`src/rtl/pipe_pkg.sv`:
```
// Shared definitions for the pipeline register bank.
// - stat codes, NOP icode and the "no register" id
// - bus widths and field offsets as functions of the datapath word width
// - per-stage bubble constants (returned zero-extended to BUS_MAX bits;
//   callers keep the low <stage>_w(word) bits)
package pipe_pkg;

  typedef enum logic [2:0] {
    STAT_AOK = 3'd1,
    STAT_HLT = 3'd2,
    STAT_ADR = 3'd3,
    STAT_INS = 3'd4
  } stat_t;

  localparam logic [3:0] ICODE_NOP = 4'h1;
  localparam logic [3:0] RNONE     = 4'hF;

  // Widest bus the bubble helpers can describe (E bus at WORD=256).
  localparam int BUS_MAX = 27 + 3 * 256;

  // Bus widths. Fields are packed MSB-first in the order listed at each port.
  function automatic int d_w(input int word); return 19 + 2 * word; endfunction
  function automatic int e_w(input int word); return 27 + 3 * word; endfunction
  function automatic int m_w(input int word); return 16 + 2 * word; endfunction
  function automatic int w_w(input int word); return 15 + 2 * word; endfunction

  // stat always sits in the top three bits, icode in the next four.
  function automatic int stat_lsb(input int bus_w); return bus_w - 3; endfunction
  function automatic int icode_lsb(input int bus_w); return bus_w - 7; endfunction

  // E bus register ids in the low 16 bits: {dstE, dstM, srcA, srcB}.
  function automatic int e_dste_lsb(input int word); return 12 + 0 * word; endfunction
  function automatic int e_dstm_lsb(input int word); return 8 + 0 * word; endfunction

  // {stat, icode, ifun, rA, rB} above two zero words.
  function automatic logic [BUS_MAX-1:0] d_bubble(input int word);
    logic [BUS_MAX-1:0] r;
    r = '0;
    r[2*word +: 19] = {STAT_AOK, ICODE_NOP, 4'h0, RNONE, RNONE};
    return r;
  endfunction

  // {stat, icode, ifun} above three zero words, then dstE/dstM/srcA/srcB.
  function automatic logic [BUS_MAX-1:0] e_bubble(input int word);
    logic [BUS_MAX-1:0] r;
    r = '0;
    r[16+3*word +: 11] = {STAT_AOK, ICODE_NOP, 4'h0};
    r[15:0] = {RNONE, RNONE, RNONE, RNONE};
    return r;
  endfunction

  // {stat, icode, Cnd} above two zero words, then dstE/dstM.
  function automatic logic [BUS_MAX-1:0] m_bubble(input int word);
    logic [BUS_MAX-1:0] r;
    r = '0;
    r[8+2*word +: 8] = {STAT_AOK, ICODE_NOP, 1'b0};
    r[7:0] = {RNONE, RNONE};
    return r;
  endfunction

  // {stat, icode} above two zero words, then dstE/dstM.
  function automatic logic [BUS_MAX-1:0] w_bubble(input int word);
    logic [BUS_MAX-1:0] r;
    r = '0;
    r[8+2*word +: 7] = {STAT_AOK, ICODE_NOP};
    r[7:0] = {RNONE, RNONE};
    return r;
  endfunction

endpackage

```
`src/rtl/pipe_reg_cell.sv`:
```
// One pipeline register with hold/bubble/load priority.
// Ports:
//   clk, rst  - rising-edge clock, synchronous active-high reset (q <= BUBBLE)
//   freeze    - hold unconditionally (pipeline halted)
//   stall     - hold
//   bubble    - load BUBBLE
//   d         - next-stage value, loaded when none of the above apply
//   q         - registered output
// Reset also loads BUBBLE; for the F register BUBBLE carries the reset PC
// since its bubble input is tied low.
module pipe_reg_cell #(
  parameter int           W      = 8,
  parameter logic [W-1:0] BUBBLE = '0
) (
  input  logic         clk,
  input  logic         rst,
  input  logic         freeze,
  input  logic         stall,
  input  logic         bubble,
  input  logic [W-1:0] d,
  output logic [W-1:0] q
);

  always_ff @(posedge clk) begin
    if (rst)         q <= BUBBLE;
    else if (freeze) q <= q;
    else if (stall)  q <= q;
    else if (bubble) q <= BUBBLE;
    else             q <= d;
  end

endmodule

```
`src/rtl/pipe_stage_regs.sv`:
```
// F/D/E/M/W pipeline register bank driven by the hazard-control unit.
// Ports:
//   clk, rst                         - clock, synchronous active-high reset
//   F_stall, D_stall, W_stall        - hold the named register
//   D_bubble, E_bubble, M_bubble     - load the stage NOP bubble
//   f_predPC, d_in, e_in, m_in, w_in - next values for F, D, E, M, W
//   F_predPC, D_bus .. W_bus         - register outputs
//   halted     - sticky; set when W is stalled holding HLT/ADR/INS
//   ctl_err    - sticky; D stall+bubble together, or W stall on AOK
//   stall_cnt  - saturating count of F_stall cycles while running
//   bubble_cnt - saturating count of E_bubble cycles while running
// All outputs are registered.
module pipe_stage_regs
  import pipe_pkg::*;
#(
  parameter int              WORD     = 64,
  parameter int              CNT_W    = 32,
  parameter logic [WORD-1:0] RESET_PC = '0
) (
  input  logic                   clk,
  input  logic                   rst,
  input  logic                   F_stall,
  input  logic                   D_stall,
  input  logic                   D_bubble,
  input  logic                   E_bubble,
  input  logic                   M_bubble,
  input  logic                   W_stall,
  input  logic [WORD-1:0]        f_predPC,
  input  logic [d_w(WORD)-1:0]   d_in,
  input  logic [e_w(WORD)-1:0]   e_in,
  input  logic [m_w(WORD)-1:0]   m_in,
  input  logic [w_w(WORD)-1:0]   w_in,
  output logic [WORD-1:0]        F_predPC,
  output logic [d_w(WORD)-1:0]   D_bus,
  output logic [e_w(WORD)-1:0]   E_bus,
  output logic [m_w(WORD)-1:0]   M_bus,
  output logic [w_w(WORD)-1:0]   W_bus,
  output logic                   halted,
  output logic                   ctl_err,
  output logic [CNT_W-1:0]       stall_cnt,
  output logic [CNT_W-1:0]       bubble_cnt
);

  localparam int DW = d_w(WORD);
  localparam int EW = e_w(WORD);
  localparam int MW = m_w(WORD);
  localparam int WW = w_w(WORD);

  localparam logic [BUS_MAX-1:0] D_FULL = d_bubble(WORD);
  localparam logic [BUS_MAX-1:0] E_FULL = e_bubble(WORD);
  localparam logic [BUS_MAX-1:0] M_FULL = m_bubble(WORD);
  localparam logic [BUS_MAX-1:0] W_FULL = w_bubble(WORD);
  localparam logic [DW-1:0] D_BUB = D_FULL[DW-1:0];
  localparam logic [EW-1:0] E_BUB = E_FULL[EW-1:0];
  localparam logic [MW-1:0] M_BUB = M_FULL[MW-1:0];
  localparam logic [WW-1:0] W_BUB = W_FULL[WW-1:0];

  localparam logic [CNT_W-1:0] CNT_ONE = {{(CNT_W-1){1'b0}}, 1'b1};

  pipe_reg_cell #(.W(WORD), .BUBBLE(RESET_PC)) u_f (
    .clk(clk), .rst(rst), .freeze(halted), .stall(F_stall), .bubble(1'b0),
    .d(f_predPC), .q(F_predPC));

  pipe_reg_cell #(.W(DW), .BUBBLE(D_BUB)) u_d (
    .clk(clk), .rst(rst), .freeze(halted), .stall(D_stall), .bubble(D_bubble),
    .d(d_in), .q(D_bus));

  pipe_reg_cell #(.W(EW), .BUBBLE(E_BUB)) u_e (
    .clk(clk), .rst(rst), .freeze(halted), .stall(1'b0), .bubble(E_bubble),
    .d(e_in), .q(E_bus));

  pipe_reg_cell #(.W(MW), .BUBBLE(M_BUB)) u_m (
    .clk(clk), .rst(rst), .freeze(halted), .stall(1'b0), .bubble(M_bubble),
    .d(m_in), .q(M_bus));

  pipe_reg_cell #(.W(WW), .BUBBLE(W_BUB)) u_w (
    .clk(clk), .rst(rst), .freeze(halted), .stall(W_stall), .bubble(1'b0),
    .d(w_in), .q(W_bus));

  logic [2:0] w_stat;
  logic       halt_now;
  logic       err_now;

  // Halt is judged on the registered W stat so it lines up with the edge
  // at which W is being held; the bank freezes from the following edge.
  always_comb begin
    w_stat   = W_bus[stat_lsb(WW) +: 3];
    halt_now = W_stall && (w_stat inside {STAT_HLT, STAT_ADR, STAT_INS});
    err_now  = (D_stall && D_bubble) || (W_stall && (w_stat == STAT_AOK));
  end

  always_ff @(posedge clk) begin
    if (rst) begin
      halted     <= 1'b0;
      ctl_err    <= 1'b0;
      stall_cnt  <= '0;
      bubble_cnt <= '0;
    end else if (!halted) begin
      halted <= halt_now;
      if (err_now) ctl_err <= 1'b1;
      if (F_stall && !(&stall_cnt))   stall_cnt  <= stall_cnt + CNT_ONE;
      if (E_bubble && !(&bubble_cnt)) bubble_cnt <= bubble_cnt + CNT_ONE;
    end
  end

endmodule

```
`config.mk`:
```
export PLATFORM = sky130hd
export DESIGN_NAME = pipe_stage_regs
export DESIGN_NICKNAME = d
export VERILOG_FILES = /design/src/rtl/pipe_pkg.sv /design/src/rtl/pipe_reg_cell.sv /design/src/rtl/pipe_stage_regs.sv
export SDC_FILE = /design/constraint.sdc
export NUM_CORES = 1
export LEC_CHECK = 0
export CAP_MARGIN = 20
export CORE_AREA = 2 2 594 596
export DETAILED_ROUTE_END_ITERATION = 10
export DIE_AREA = 0 0 596 598
export PLACE_DENSITY = 0.32
export SYNTH_ARGS = -nofsm -noshare
export SYNTH_HDL_FRONTEND = slang
export SYNTH_SLANG_ARGS = --single-unit
```
`constraint.sdc`:
```
create_clock -name clk -period 4.8 [get_ports clk]
set_input_delay 0.72 -clock clk [delete_from_list [all_inputs] [get_ports clk]]
set_output_delay 0.72 -clock clk [all_outputs]
set_load 0.005 [all_outputs]
```
==> impl_results.md <==
* CP required at 4.08 ns
* Worst slew pin tran at around 1.1 ns
* Synth top area share at 0.561
* Max-slew violation count at 0
* Maximum number of pins on one net before global-route repair at 160
* GR Util All Layers at 0.140
* Via density per instance at about 3.3
* Fraction of power spent switching nets at 0.271
* Number of buffers inserted by port buffering at 1507
* Layout cells sized above 1 at 0.0563
* First-pass GRT wire length at 329000 µm
* Hold path start: rst
* Non-filler instance count after layout at 9344
* # clock sinks at 783
* Post-synthesis net count at 3909
* Share of synthesized area occupied by flip-flops and latches at 0.561
* Arrival time at the worst endpoint at about 2.3 ns
* Cell with the largest stage delay on the worst path: sky130_fd_sc_hd__dfxtp_4
* Die outline area at 356000 µm²
* Total wirelength of the detailed-routed design at 261000 µm
* Source-to-sink clock delay at the later pin of the worst-skew pair at 0.86 ns
* Top Family by Delay on Critical Path: flip-flops
* HPWL after DPL at 214000 µm
* Synth warnings at 0
* Maximum count of clock buffers along a single path at 4
* Die Wd at just under 600 µm
* Switching component of the power at slightly above 5 mW
* Hold violation count in the final report at 0
* R2r worst-path depth at 5
* Fmax at 331 MHz
* Relative contribution of the clock network to total power at 0.485
* Remaining antenna violation count after routing at 0
* CTS buffer count at 118
* Internal power summed over all cells at 13.7 mW
* Worst IR drop on VDD at 0.265 mV
* EDFF count, synth at 0
* Post-synthesis instance area at 27900 µm²
* Flops & latches, synth at ~780
* Final period demand of the worst path at 3.02 ns
* Number of placed instances, taps included at 9090
* Row cnt at 218
* Setup repair after global routing missed its margin: no
* Share of synthesized flip-flops with an asynchronous set or reset at 0
* Clock transition at path regs at 0.05 ns
* Number of hold buffers added after CTS at 0
* Violation count after the first detailed-routing iteration at 1905
* Clock tree from TritonCTS: yes
* Comb pwr share at 0.140
* Type of origin of the critical path: register
* Clock tree skew after final layout at 0.0513 ns
* Number of setup buffers added after CTS at 0
* Unique masters post-synth at 52
* Slowest cell delay on critical path at between 0.7 and 0.8 ns
* Critical R2R Capture: bubble_cnt[0]
* Root Driver: sky130_fd_sc_hd__clkbuf_16
* CP max FO at 22
* Type of destination of the critical path: output pin
* Worst Path Buf+Inv at 1
* Normalized max-slew margin at 0.297
* Top Ports at 1508
* Crit path cell chain: clkdlybuf4s50_1
* Count of mapped cells out of synthesis at 3182
* Worst Hold Class: in2reg
* Initial standard-cell utilization of the core at 0.0797
* Synth area leaders: sky130_fd_sc_hd__dfxtp_1 56%, sky130_fd_sc_hd__a22oi_1 8.9%, sky130_fd_sc_hd__nand2_1 7.7%
* Top flip-flop cell by instance count after synthesis: sky130_fd_sc_hd__dfxtp_1
* Resize count post-CTS at 0
* Period utilisation layout at 0.630
* Antenna violations before repair at approximately 220
* Final routed DRC violation total at 0
* Total negative slack at 0 ns
* H-Tree Level Count at 3
* Core Box Area at between 300000 and 400000 µm²
* Number of nets in the finished design at roughly 5300
* Routed wire per std cell at 27.9 µm
* Remaining Overflow, GRT at 0
* Hold Path Stages at 2
* Layout overhead on the synthesized area at 88.0%
* Reported max-cap violation count at 0
* Total iterations of the first detailed-routing run at 5
* Total vias in the final route at 30700
* Routability congestion estimate from global placement at slightly below 0.9
* Type of the worst setup path: reg2out
* Slack of the worst reg-to-reg path at 2.01 ns
* Mean area per synthesized cell at 8.78 µm²
* Lkg Pwr at 17.8 nW
* Final setup violation count at 0
* Number of global-route vias before repair at 30200
* Hold endpoint: bubble_cnt[16]
* Outcome: finished, final reports clean
* Height of the chip at between 500 and 600 µm
* Post-synth top area cell: sky130_fd_sc_hd__dfxtp_1
* Share of power burned in registers at 0.375
* Pwr Density at about 360 nW/µm²
* Crit Reg-Reg Startpoint: bubble_cnt[23]
## per-stage QoR
step	hold WS [ns]	area [µm²]	power, mW	worst slack [ns]	utilization
6_report	0.417	52500	18.8	1.78	0.150
5_1_grt	0.363	52400	19.6	1.59	0.150
4_1_cts	0.300	52400	19.3	1.53	0.149
3_5_place_dp	0.444	48500	9.86	1.12	0.138
3_3_place_gp	0.439	48400	9.85	0.978	0.138
2_1_floorplan	0.448	27900	7.84	2.35	-
## layout make-up
cell class | instances | area (µm²)
diodes | 52 | 130
clock buffers | 178 | 3490
clock inverters | 24 | 443
fillers | 39700 | 298000
inverters | 12 | 45.0
multi-input cells | 2118 | 11200
flip-flops and latches | 783 | 15700
well taps | 4620 | 5780
repair buffers | 1557 | 15700
## worst max path at each step
| stage | from | end | slack [ns] | cells after the start |
|---|---|---|---|---|
| after CTS | halted | halted | 1.53 | 1 |
| final | halted | halted | 1.78 | 1 |
| after global placement | E_bubble | bubble_cnt[29] | 0.98 | 8 |
| after global routing | halted | halted | 1.59 | 1 |
| after detailed placement | E_bubble | bubble_cnt[29] | 1.12 | 8 |
| after floorplan | E_bubble | bubble_cnt[30] | 2.35 | 5 |
## power by group through the flow
stage | Clock, mW | Combinational [mW] | Sequential [mW]
2_1_floorplan | 0 | 0.704 | 7.13
3_3_place_gp | 0 | 2.69 | 7.16
3_5_place_dp | 0 | 2.70 | 7.17
4_1_cts | 9.56 | 2.71 | 7.03
5_1_grt | 9.74 | 2.82 | 7.06
6_report | 9.11 | 2.63 | 7.03
## synthesized netlist by cell type (4+ instances only)
master / instances
sky130_fd_sc_hd__a21oi_1: 373
sky130_fd_sc_hd__a22oi_1: 333
sky130_fd_sc_hd__and2_1: 4
sky130_fd_sc_hd__and4_1: 9
sky130_fd_sc_hd__buf_1: 6
sky130_fd_sc_hd__buf_2: 5
sky130_fd_sc_hd__clkbuf_1: 257
sky130_fd_sc_hd__dfxtp_1: 783
sky130_fd_sc_hd__inv_1: 11
sky130_fd_sc_hd__mux2_2: 16
sky130_fd_sc_hd__nand2_1: 574
sky130_fd_sc_hd__nand2b_1: 31
sky130_fd_sc_hd__nand3_1: 20
sky130_fd_sc_hd__nand3b_1: 148
sky130_fd_sc_hd__nand4_1: 10
sky130_fd_sc_hd__nor2_1: 390
sky130_fd_sc_hd__nor2b_1: 14
sky130_fd_sc_hd__nor3_1: 17
sky130_fd_sc_hd__nor4_1: 13
sky130_fd_sc_hd__o21ai_0: 22
sky130_fd_sc_hd__o21bai_1: 10
sky130_fd_sc_hd__o22ai_1: 28
sky130_fd_sc_hd__o31ai_1: 14
sky130_fd_sc_hd__or2_2: 6
sky130_fd_sc_hd__or3_1: 24
sky130_fd_sc_hd__or4_1: 17
sky130_fd_sc_hd__xnor2_1: 9
## cells in the final DEF (no fill, tap or decap), drive strengths merged, types with 10 or more instances in the layout
master	netlist	final
nor2b	14	14
a22oi	333	333
nor2	390	390
nor4	13	13
nor3	19	19
a21oi	373	373
or3	24	24
nand4	13	13
nand2	574	574
buf	12	52
clkdlybuf4s50	0	1505
nand2b	31	31
or4	19	19
clkbuf	257	178
o22ai	28	28
o21ai	22	22
nand3	20	20
diode	0	52
dfxtp	783	783
bufinv	0	11
nand3b	148	148
o21bai	10	10
inv	12	13
mux2	16	16
o31ai	14	14
## routing by layer
metal,wire [µm],global-route usage,up-vias
met1,106000,0.165,14700
met3,35200,0.0826,434
li1,-,-,13900
met4,6610,0.0317,122
met5,785,0,-
met2,112000,0.215,1564
## kinds of logic (layout without fill, tap and decap cells)
family	count (synthesis)	after routing	share of synthesized area
compound gates	790	790	0.176
xor+xnor	11	11	0.00345
fa+ha+maj	2	2	0.000895
buf+inv	281	1771	0.0382
flops	783	783	0.561
mux	18	18	0.00716
other cells	0	52	0
simple gates	1297	1297	0.213
## flip-flops by register name (all words and copies together) (netlist names)
| signal | count |
|---|---|
| u_e.q | 219 |
| u_d.q | 147 |
| u_m.q | 144 |
| u_w.q | 143 |
| u_f.q | 64 |
| bubble_cnt | 32 |
| stall_cnt | 32 |
| ctl_err | 1 |
| halted | 1 |
Power figures use the tool's default switching activity.
